### src/rtl/i2c_gpio_pkg.sv
// Shared types and constants for the single-byte I2C GPIO-expander master.
package i2c_gpio_pkg;

  // Transaction sequence, one entry per bit slot group.
  typedef enum logic [2:0] {
    StIdle,
    StStart,
    StAddr,
    StAack,
    StData,
    StDack,
    StStop,
    StDone
  } state_e;

  // Quarter of a bit slot: SCL is low in Q0/Q1 and high in Q2/Q3.
  typedef enum logic [1:0] {
    Q0,
    Q1,
    Q2,
    Q3
  } quarter_e;

  localparam logic RW_WRITE = 1'b0;
  localparam logic RW_READ  = 1'b1;

  localparam int unsigned ADDR_BITS = 8;  // A6..A0 plus R/W
  localparam int unsigned DATA_BITS = 8;

  // SCL is pulled low during the first half of every ordinary bit slot.
  function automatic logic scl_low(quarter_e q);
    return (q == Q0) || (q == Q1);
  endfunction

endpackage

### src/rtl/i2c_quarter_tick.sv
// Divides clk into quarter-bit strobes and tracks which quarter is current.
module i2c_quarter_tick
  import i2c_gpio_pkg::*;
#(
  parameter int unsigned CLK_DIV = 4
) (
  input  logic     clk_i,
  input  logic     rst_i,
  input  logic     clr_i,      // restart at Q0 on the next cycle
  output logic     tick_o,     // last clk of the current quarter
  output quarter_e quarter_o
);

  localparam int unsigned DivW = $clog2(CLK_DIV);

  logic [DivW-1:0] div_q, div_d;
  quarter_e        qtr_q, qtr_d;
  logic            last;

  // Next divider count and quarter index.
  always_comb begin
    last  = (div_q == DivW'(CLK_DIV - 1));
    div_d = last ? '0 : div_q + 1'b1;
    qtr_d = last ? quarter_e'(qtr_q + 2'd1) : qtr_q;
    if (clr_i) begin
      div_d = '0;
      qtr_d = Q0;
    end
  end

  // Divider and quarter registers.
  always_ff @(posedge clk_i) begin
    if (rst_i) begin
      div_q <= '0;
      qtr_q <= Q0;
    end else begin
      div_q <= div_d;
      qtr_q <= qtr_d;
    end
  end

  assign tick_o    = last;
  assign quarter_o = qtr_q;

endmodule

### src/rtl/i2c_gpio_master.sv
// Single-master I2C controller issuing one-byte writes/reads to a GPIO expander.
module i2c_gpio_master
  import i2c_gpio_pkg::*;
#(
  parameter int unsigned CLK_DIV  = 4,
  parameter logic [6:0]  DEF_ADDR = 7'h40
) (
  input  logic       clk,
  input  logic       rst,
  input  logic       cmd_valid,
  output logic       cmd_ready,
  input  logic       cmd_rw,
  input  logic       cmd_addr_sel,
  input  logic [6:0] cmd_addr,
  input  logic [7:0] cmd_wdata,
  output logic [7:0] rd_data,
  output logic       done,
  output logic       nack_err,
  output logic       busy,
  output logic       scl_oe,
  output logic       sda_oe,
  input  logic       sda_in
);

  state_e     state_q, state_d;
  logic [7:0] sh_q, sh_d;          // outgoing bits, MSB on the wire
  logic [7:0] wdata_q, wdata_d;
  logic [7:0] rx_q, rx_d;
  logic [7:0] rd_data_q, rd_data_d;
  logic [2:0] cnt_q, cnt_d;
  logic       rw_q, rw_d;
  logic       nack_q, nack_d;

  logic       accept, tick, slot_end, sample;
  quarter_e   quarter;

  assign accept   = cmd_valid & cmd_ready;
  assign slot_end = tick & (quarter == Q3);
  assign sample   = tick & (quarter == Q2);

  i2c_quarter_tick #(
    .CLK_DIV(CLK_DIV)
  ) u_tick (
    .clk_i    (clk),
    .rst_i    (rst),
    .clr_i    (accept),
    .tick_o   (tick),
    .quarter_o(quarter)
  );

  // State register.
  always_ff @(posedge clk) begin
    if (rst) state_q <= StIdle;
    else     state_q <= state_d;
  end

  // Next-state: advance at slot boundaries; an address NACK skips the data phase.
  always_comb begin
    state_d = state_q;
    case (state_q)
      StIdle:  if (accept) state_d = StStart;
      StStart: if (slot_end) state_d = StAddr;
      StAddr:  if (slot_end && cnt_q == 3'(ADDR_BITS - 1)) state_d = StAack;
      StAack:  if (slot_end) state_d = nack_q ? StStop : StData;
      StData:  if (slot_end && cnt_q == 3'(DATA_BITS - 1)) state_d = StDack;
      StDack:  if (slot_end) state_d = StStop;
      StStop:  if (slot_end) state_d = StDone;
      StDone:  state_d = StIdle;
      default: state_d = StIdle;
    endcase
  end

  // Datapath next-state: command latch, bit shifting, SDA sampling and status.
  always_comb begin
    sh_d      = sh_q;
    wdata_d   = wdata_q;
    rx_d      = rx_q;
    rd_data_d = rd_data_q;
    cnt_d     = cnt_q;
    rw_d      = rw_q;
    nack_d    = nack_q;
    if (accept) begin
      sh_d    = {(cmd_addr_sel ? cmd_addr : DEF_ADDR), cmd_rw};
      wdata_d = cmd_wdata;
      rw_d    = cmd_rw;
      cnt_d   = '0;
      nack_d  = 1'b0;
    end
    if (sample) begin
      case (state_q)
        StData:  rx_d = {rx_q[6:0], sda_in};
        StAack:  if (sda_in) nack_d = 1'b1;
        // A read ends with our own NACK, so only a write checks the data ACK.
        StDack:  if (sda_in && rw_q == RW_WRITE) nack_d = 1'b1;
        default: ;
      endcase
    end
    if (slot_end) begin
      case (state_q)
        StAddr, StData: begin
          sh_d  = {sh_q[6:0], 1'b0};
          cnt_d = cnt_q + 3'd1;  // wraps to 0 after the 8th bit
          if (state_q == StData && cnt_q == 3'(DATA_BITS - 1) && rw_q == RW_READ) begin
            rd_data_d = rx_q;
          end
        end
        StAack:  sh_d = wdata_q;
        default: ;
      endcase
    end
  end

  // Datapath registers.
  always_ff @(posedge clk) begin
    if (rst) begin
      sh_q      <= '0;
      wdata_q   <= '0;
      rx_q      <= '0;
      rd_data_q <= '0;
      cnt_q     <= '0;
      rw_q      <= RW_WRITE;
      nack_q    <= 1'b0;
    end else begin
      sh_q      <= sh_d;
      wdata_q   <= wdata_d;
      rx_q      <= rx_d;
      rd_data_q <= rd_data_d;
      cnt_q     <= cnt_d;
      rw_q      <= rw_d;
      nack_q    <= nack_d;
    end
  end

  // Outputs: open-drain enables per state and quarter, plus handshake/status.
  always_comb begin
    scl_oe = 1'b0;
    sda_oe = 1'b0;
    case (state_q)
      StStart: begin
        sda_oe = (quarter == Q2) || (quarter == Q3);
        scl_oe = (quarter == Q3);
      end
      StAddr: begin
        scl_oe = scl_low(quarter);
        sda_oe = ~sh_q[7];
      end
      StData: begin
        scl_oe = scl_low(quarter);
        sda_oe = (rw_q == RW_WRITE) ? ~sh_q[7] : 1'b0;
      end
      StAack, StDack: scl_oe = scl_low(quarter);
      StStop: begin
        sda_oe = (quarter == Q0) || (quarter == Q1);
        scl_oe = (quarter == Q0);
      end
      default: ;
    endcase
    cmd_ready = (state_q == StIdle);
    busy      = (state_q != StIdle) && (state_q != StDone);
    done      = (state_q == StDone);
    nack_err  = nack_q;
    rd_data   = rd_data_q;
  end

endmodule
### config.mk
export PLATFORM = sky130hd
export DESIGN_NAME = i2c_gpio_master
export DESIGN_NICKNAME = d
export VERILOG_FILES = /design/src/rtl/i2c_gpio_pkg.sv /design/src/rtl/i2c_quarter_tick.sv /design/src/rtl/i2c_gpio_master.sv
export SDC_FILE = /design/constraint.sdc
export NUM_CORES = 1
export LEC_CHECK = 0
export ABC_AREA = 1
export CORE_ASPECT_RATIO = 0.8
export CORE_UTILIZATION = 30
export CTS_CLUSTER_DIAMETER = 150
export CTS_CLUSTER_SIZE = 24
export DETAILED_ROUTE_END_ITERATION = 10
export PLACE_DENSITY_LB_ADDON = 0.15
export SYNTH_ARGS = -nofsm -noshare
export SYNTH_HDL_FRONTEND = slang
export SYNTH_SLANG_ARGS = --single-unit
### constraint.sdc
create_clock -name clk -period 1.8 [get_ports clk]
set_input_delay 0.27 -clock clk [delete_from_list [all_inputs] [get_ports clk]]
set_output_delay 0.27 -clock clk [all_outputs]
set_load 0.03 [all_outputs]
==> metrics.md <==
| Metric | Value |
|---|---|
| Num CTS Buffers | `5` |
| Die height | `76.94 µm` |
| Die Wd | `95.67 µm` |
| Final wirelength | `about 4.8 mm` |
| Hold Vio Cnt, Final | `0` |
| Layout area overhead | `28.52%` |
| Clock period minus worst slack | `approximately 1.7 ns` |
| Via count | `1841` |
| Root Buffer | `clkbuf_8` |
| Per-cell routed wire length | `around 12 µm` |
| Via density | `around 4.5` |
| Cell breakdown of the critical path | `nand2_2 > buf_4 > o21ai_2 > nor2_1 > o221ai_1 > buf_4` |
| Fmax | `575.1 MHz` |
| HPWL Detailed | `3.433 mm` |
| Flops & latches, synth | `44` |
| Clock latency on the worst-skew pair | `0.30 ns` |
| CTS tree | `built` |
| Design Area, Final | `2706 µm²` |
| Port buffer count | `34` |
| Part of the Yosys area used for sequential elements | `0.4183` |
| Max_cap viols | `0` |
| Die ar. | `7360 µm²` |
| Clock transition at the registers of the reported paths | `roughly 0.090 ns` |
| Commonest non-fill, non-tap cells in the layout | `nor2_1 (44), dfxtp_1 (41), o21ai_0 (35)` |
| Total track usage | `0.1429` |
| Syn avg cell area | `between 7 and 8 µm²` |
| Period utilisation layout | `0.9660` |
| Global route total overflow | `0` |
| Worst Skew | `0.006574 ns` |
| DRC errors left | `0` |
| Max-slew headroom | `0.7699` |
| Ant. Diodes | `0` |
| Pwr/cell area | `roughly 1100 nW/µm²` |
| Largest buffer count on any clock path | `2` |
| Max-slew violations | `0` |
| Share of cells above drive strength 1 | `0.1584` |
| Detailed router's first-iteration violation count | `100` |
| Synthesized Nets | `a little over 300` |
| Peak fanout along the critical path | `7` |
| Arr. time, crit path | `1.47 ns` |
| Placed Instance Area | `2551 µm²` |
| Crit end category | `output port` |
| Kind of critical path | `reg2out` |
| Crit-path max cell delay | `0.40 ns` |
| Initial antenna violation count | `0` |
| RSZ-0062 raised after global routing | `yes` |
| Leakage power total | `approximately 1.2 nW` |
| Core ar. | `6571 µm²` |
| Synthesized instance count | `roughly 280` |
| Nets | `349` |
| CTS H-tree depth | `2` |
| CP Data Required Time | `1.53 ns` |
| Post-Syn Area | `2106 µm²` |
| Setup crit start kind | `flop` |
| Vias in the first global route | `1667` |
| Std cell rows | `26` |
| Gpl congestion | `about 0.82` |
| Final Setup Violations | `0` |
| Sink Count | `44` |
| Hold WC Path Type | `reg2reg` |
| First-pass DRT Iterations | `4` |
| Pin count of the biggest net entering global routing | `28` |
| Starting density of the core | `0.3204` |
| Slack of the critical path | `0.06126 ns` |
| CP most frequent cell | `buf_4` |
| Worst slew pin tran | `0.3415 ns` |
| First-pass GRT wire length | `roughly 8 mm` |
| Overall Power | `2.980 mW` |
| Peak VDD IR | `0.0003518 V` |
| Pre-CTS setup slack | `around 0.14 ns` |
| Slowest CP cell | `dfxtp_4` |
| Util after Layout | `0.4118` |
| Number of library cell types mapped by synthesis | `28` |
| Status | `complete, no violations` |
| ANT nets after route | `0` |
| IO Count | `35` |
| Commonest non-fill, non-tap cell in the layout | `nor2_1` |
| Yosys warnings | `0` |
[worst max-delay path, delay by kind of cell (launching register included)]
kind                   cells  cell delay (ns)
DFF                        1             0.40
buffers and inverters      2             0.34
AOI/OAI and AO/OA          2             0.30
and+or+nand+nor            2             0.14
[cells in the mapped netlist]
| cell type | count | area share |
|---|---|---|
| o22ai_1 | 2 | 0.0059 |
| inv_2 | 3 | 0.0053 |
| nand3_1 | 21 | 0.050 |
| nor3b_2 | 1 | 0.0059 |
| ha_1 | 7 | 0.042 |
| o21ai_0 | 36 | 0.086 |
| buf_4 | 2 | 0.0071 |
| buf_6 | 4 | 0.021 |
| a21oi_1 | 24 | 0.057 |
| nor3_4 | 1 | 0.0077 |
| inv_4 | 1 | 0.0030 |
| clkbuf_1 | 2 | 0.0036 |
| nor2_1 | 45 | 0.080 |
| o221ai_1 | 2 | 0.0083 |
| nand3_2 | 2 | 0.0095 |
| a21oi_2 | 1 | 0.0042 |
| o21ai_1 | 1 | 0.0024 |
| a21oi_4 | 1 | 0.0077 |
| o211ai_1 | 3 | 0.011 |
| buf_1 | 2 | 0.0036 |
| inv_1 | 25 | 0.045 |
| or2_2 | 1 | 0.0030 |
| dfxtp_1 | 44 | 0.42 |
| nand2_4 | 4 | 0.021 |
| nand2_1 | 35 | 0.062 |
| nand2_2 | 3 | 0.0089 |
| nor2_4 | 3 | 0.016 |
| nor3_1 | 2 | 0.0048 |
[state kept, by name, summed over array words and instances, names as in the netlist, 2 cells and up]
name	cells
cnt_q	3
rd_data	8
rx_q	8
sh_q	8
state_q	3
u_tick.div_q	2
u_tick.quarter_o	2
wdata_q	8
[path summary, 6_finish.rpt]
kind,depth (start not counted),slack [ns],startpoint,end
worst min-delay path,1,0.43,u_tick.div_q[0],u_tick.div_q[0]
worst min register to register,1,0.43,u_tick.div_q[0],u_tick.div_q[0]
worst max register to register,8,0.25,u_tick.quarter_o[0],sh_q[1]
worst max-delay path,6,0.06,state_q[0],scl_oe
[metal layers]
metal	vias to the layer above	part of all wire	global-route usage
li1	1000	-	-
met1	809	0.53	0.2090
met2	25	0.43	0.2043
met3	7	0.032	0.03075
met4	0	0.015	0.04925
met5	-	0	0
[where the power goes]
part	internal [mW]	switching [mW]	leakage, nW
clock	0.411	0.355	0.0541
combinational	0.382	0.648	0.801
sequential	1.10	0.0805	0.360
total	1.90	1.08	1.21
[kinds of logic after synthesis]
kind of cell	count (synthesis)	synth area share
AOI/OAI and AO/OA	70	0.1818
adders and majority gates	7	0.04159
buffers and inverters	39	0.08853
DFF	44	0.4183
and+or+nand+nor	118	0.2698
[per-stage QoR]
step,instances,hold WS (ns),setup TNS [ns]
2_1_floorplan,278,0.3838,0
3_3_place_gp,397,0.4162,0
3_5_place_dp,397,0.4167,0
4_1_cts,406,0.4290,0
5_1_grt,406,0.4416,-0.03435
6_report,406,0.4252,0
[timing repair]
action,4_1_cts,5_1_grt
setup endpoints to repair,4,2
buffers inserted,1,0
pin swaps,1,1
resized for setup,8,6
hold buffers,0,0
[area by class of cell]
class                      instances  area [µm²]
inverter                          29       111.4
sequential                        44       889.6
tap                               84       105.1
clock inverter                     3       42.54
clock buffer                       5       68.82
timing repair buffer              46       420.4
multi-input combinational        195        1069
fill                             701        3865
(Power assumes the default switching activity.)
==> variant, RTL diff (config.mk and constraints unchanged) <==
Take the reset off `sh_q`, `wdata_q`, `rx_q` and `rd_data_q` and load them in a clocked block of their own.
--- a/src/rtl/i2c_gpio_master.sv
+++ b/src/rtl/i2c_gpio_master.sv
@@ -113,22 +113,21 @@
   // Datapath registers.
   always_ff @(posedge clk) begin
     if (rst) begin
-      sh_q      <= '0;
-      wdata_q   <= '0;
-      rx_q      <= '0;
-      rd_data_q <= '0;
       cnt_q     <= '0;
       rw_q      <= RW_WRITE;
       nack_q    <= 1'b0;
     end else begin
-      sh_q      <= sh_d;
-      wdata_q   <= wdata_d;
-      rx_q      <= rx_d;
-      rd_data_q <= rd_data_d;
       cnt_q     <= cnt_d;
       rw_q      <= rw_d;
       nack_q    <= nack_d;
     end
+  end
+
+  always_ff @(posedge clk) begin
+    sh_q      <= sh_d;
+    wdata_q   <= wdata_d;
+    rx_q      <= rx_d;
+    rd_data_q <= rd_data_d;
   end
 
   // Outputs: open-drain enables per state and quarter, plus handshake/status.
Formal check against the unedited RTL: no difference found for any inputs over 10 cycles, from zero or initial values and one cycle with rst high; that may be too few to reach the edited logic, so the function may still have changed.
==> variant against the original RTL <==
  * Sequential cell count unchanged
  * Clock skew is 2.4 ps lower
  * Synthesized area down 4.1%
  * Largest power group unchanged
  * Via count fell by 17%
  * Largest cell class is now flip-flops and latches
  * Critical endpoint is now sda_oe
  * Worst setup slack improved by 33 ps
  * Cell area decreased by 4.9%
  * Total power is 0.36% higher
  * Wire length shrank 18%
  * Sequential power increased by 14%
==> variant: results (changes against the original RTL) <==
- Status: complete, no violations (unchanged)
- GRT Util Overall: 0.121 (was 0.143)
- Clk_skew: 4.18 ps (was 6.57 ps)
- Layout Nets: 285 (was 349)
- Syn nets: 240 (was 306)
- Number of synthesized flops with an enable pin: 24 (was 0)
- CP max stage delay: 360 ps (was 400 ps)
- Commonest cells in the netlist: nand2_1 (59), nand3_1 (26), edfxtp_1 (24) (was nor2_1 (45), dfxtp_1 (44), o21ai_0 (36))
- Reg-to-Reg End: rd_data[2] (was sh_q[1])
- Worst-path maximum fanout: 6 (was 7)
- Drt initial violations: 56 (was 100)
- Worst Reg-to-Reg Cells: 5 (was 8)
- Placer Congestion: 0.811 (was 0.815)
- Setup crit end: sda_oe (was scl_oe)
- Setup WS pre-CTS: 131 ps (was 141 ps)
- Layout cells sized above 1: 0.171 (was 0.158)
- Cell internal pwr: 1.93 mW (was 1.90 mW)
- Fillcell total: 658 (was 701)
- Synth cell types: 26 (was 28)
- Sequential element share of the synthesized area: 0.555 (was 0.418)
- DR WL/cell: 11.5 um (was 11.8 um)
- Dominant synthesized flop cell: edfxtp_1 (was dfxtp_1)
- R2R setup slack: 270 ps (was 250 ps)
- Vias: 1530 (was 1841)
- Worst slew margin: 0.793 (was 0.770)
- Leak Pwr: 1.06 nW (was 1.21 nW)
- Fin worst setup slack: 94.5 ps (was 61.3 ps)
- Area contributors post-synth: edfxtp_1 (36%), dfxtp_1 (20%), nand2_1 (11%) (was dfxtp_1 (42%), o21ai_0 (8.6%), nor2_1 (8.0%))
- Reg2reg start: cnt_q[0] (was u_tick.quarter_o[0])
- Maximum vdd ir drop: 0.417 mV (was 0.352 mV)
- Critical Path AT: 1440 ps (was 1470 ps)
- CP startpoint: state_q[1] (was state_q[0])
-- variant: timing repair --
| item | in CTS | in global routing |
|---|---|---|
| endpoints found under the hold margin | 0 | 0 |
| resized for setup | 4 | 4 |
| setup buffers | 0 | 1 |
| endpoints found under the setup margin | 3 | 2 |
-- variant: critical path: cells and delay by family (launching register included) --
family                 cells  cell delay, ps
and+or+nand+nor            2             340
AOI/OAI and AO/OA          1             120
DFF                        1             360
buffers and inverters      2             320
-- variant: how the worst min path moves through the flow --
stage                    start  slack [ps]  cells after the start         endpoint
2_1_floorplan              rst         340                      1         cnt_q[1]
3_3_place_gp           rx_q[7]         400                      0       rd_data[7]
3_5_place_dp   u_tick.div_q[0]         420                      1  u_tick.div_q[0]
4_1_cts        u_tick.div_q[0]         440                      1  u_tick.div_q[0]
5_1_grt        u_tick.div_q[0]         440                      1  u_tick.div_q[0]
6_report       u_tick.div_q[0]         430                      1  u_tick.div_q[0]
-- variant: metrics by stage --
stage / cells / hold WS, ps / cell area (um2)
after detailed placement: 333 / 418 / 2450
final: 342 / 431 / 2570
after global placement: 333 / 402 / 2450
after CTS: 341 / 436 / 2550
after global routing: 342 / 442 / 2570
after floorplan: 212 / 339 / 2020
-- variant: cells by family (layout without fill, tap and decap cells) --
logic type | Yosys count | in the layout | share of synthesized area
DFF | 44 | 44 | 0.555
adders and majority gates | 7 | 7 | 0.0434
and+or+nand+nor | 115 | 115 | 0.269
AOI/OAI and AO/OA | 21 | 21 | 0.0601
buffers and inverters | 25 | 71 | 0.0725
-- variant: layout make-up --
| cell class | instances | area (um2) | area share |
|---|---|---|---|
| clock buffers | 5 | 68.8 | 0.0267 |
| clock inverters | 3 | 23.8 | 0.00924 |
| inverters | 18 | 71.3 | 0.0277 |
| multi-input cells | 143 | 761 | 0.296 |
| flip-flops and latches | 44 | 1130 | 0.439 |
| well taps | 84 | 105 | 0.0408 |
| repair buffers | 45 | 415 | 0.161 |
-- variant: power by group through the flow --
| stage | Combinational, mW | Sequential [mW] | Clock [mW] |
|---|---|---|---|
| 6_report | 1.01 | 1.35 | 0.622 |
| 5_1_grt | 1.13 | 1.37 | 0.699 |
| 4_1_cts | 0.996 | 1.36 | 0.647 |
| 3_5_place_dp | 1.00 | 1.38 | 0 |
| 3_3_place_gp | 1.00 | 1.38 | 0 |
| 2_1_floorplan | 0.823 | 1.31 | 0 |
-- variant: per-layer routing --
| layer | part of all wire | track usage | vias up |
|---|---|---|---|
| met5 | 0 | 0 | - |
| met1 | 0.51 | 0.173 | 697 |
| met3 | 0.042 | 0.0359 | 5 |
| met4 | 0.011 | 0.0359 | 0 |
| li1 | - | - | 794 |
| met2 | 0.43 | 0.177 | 34 |
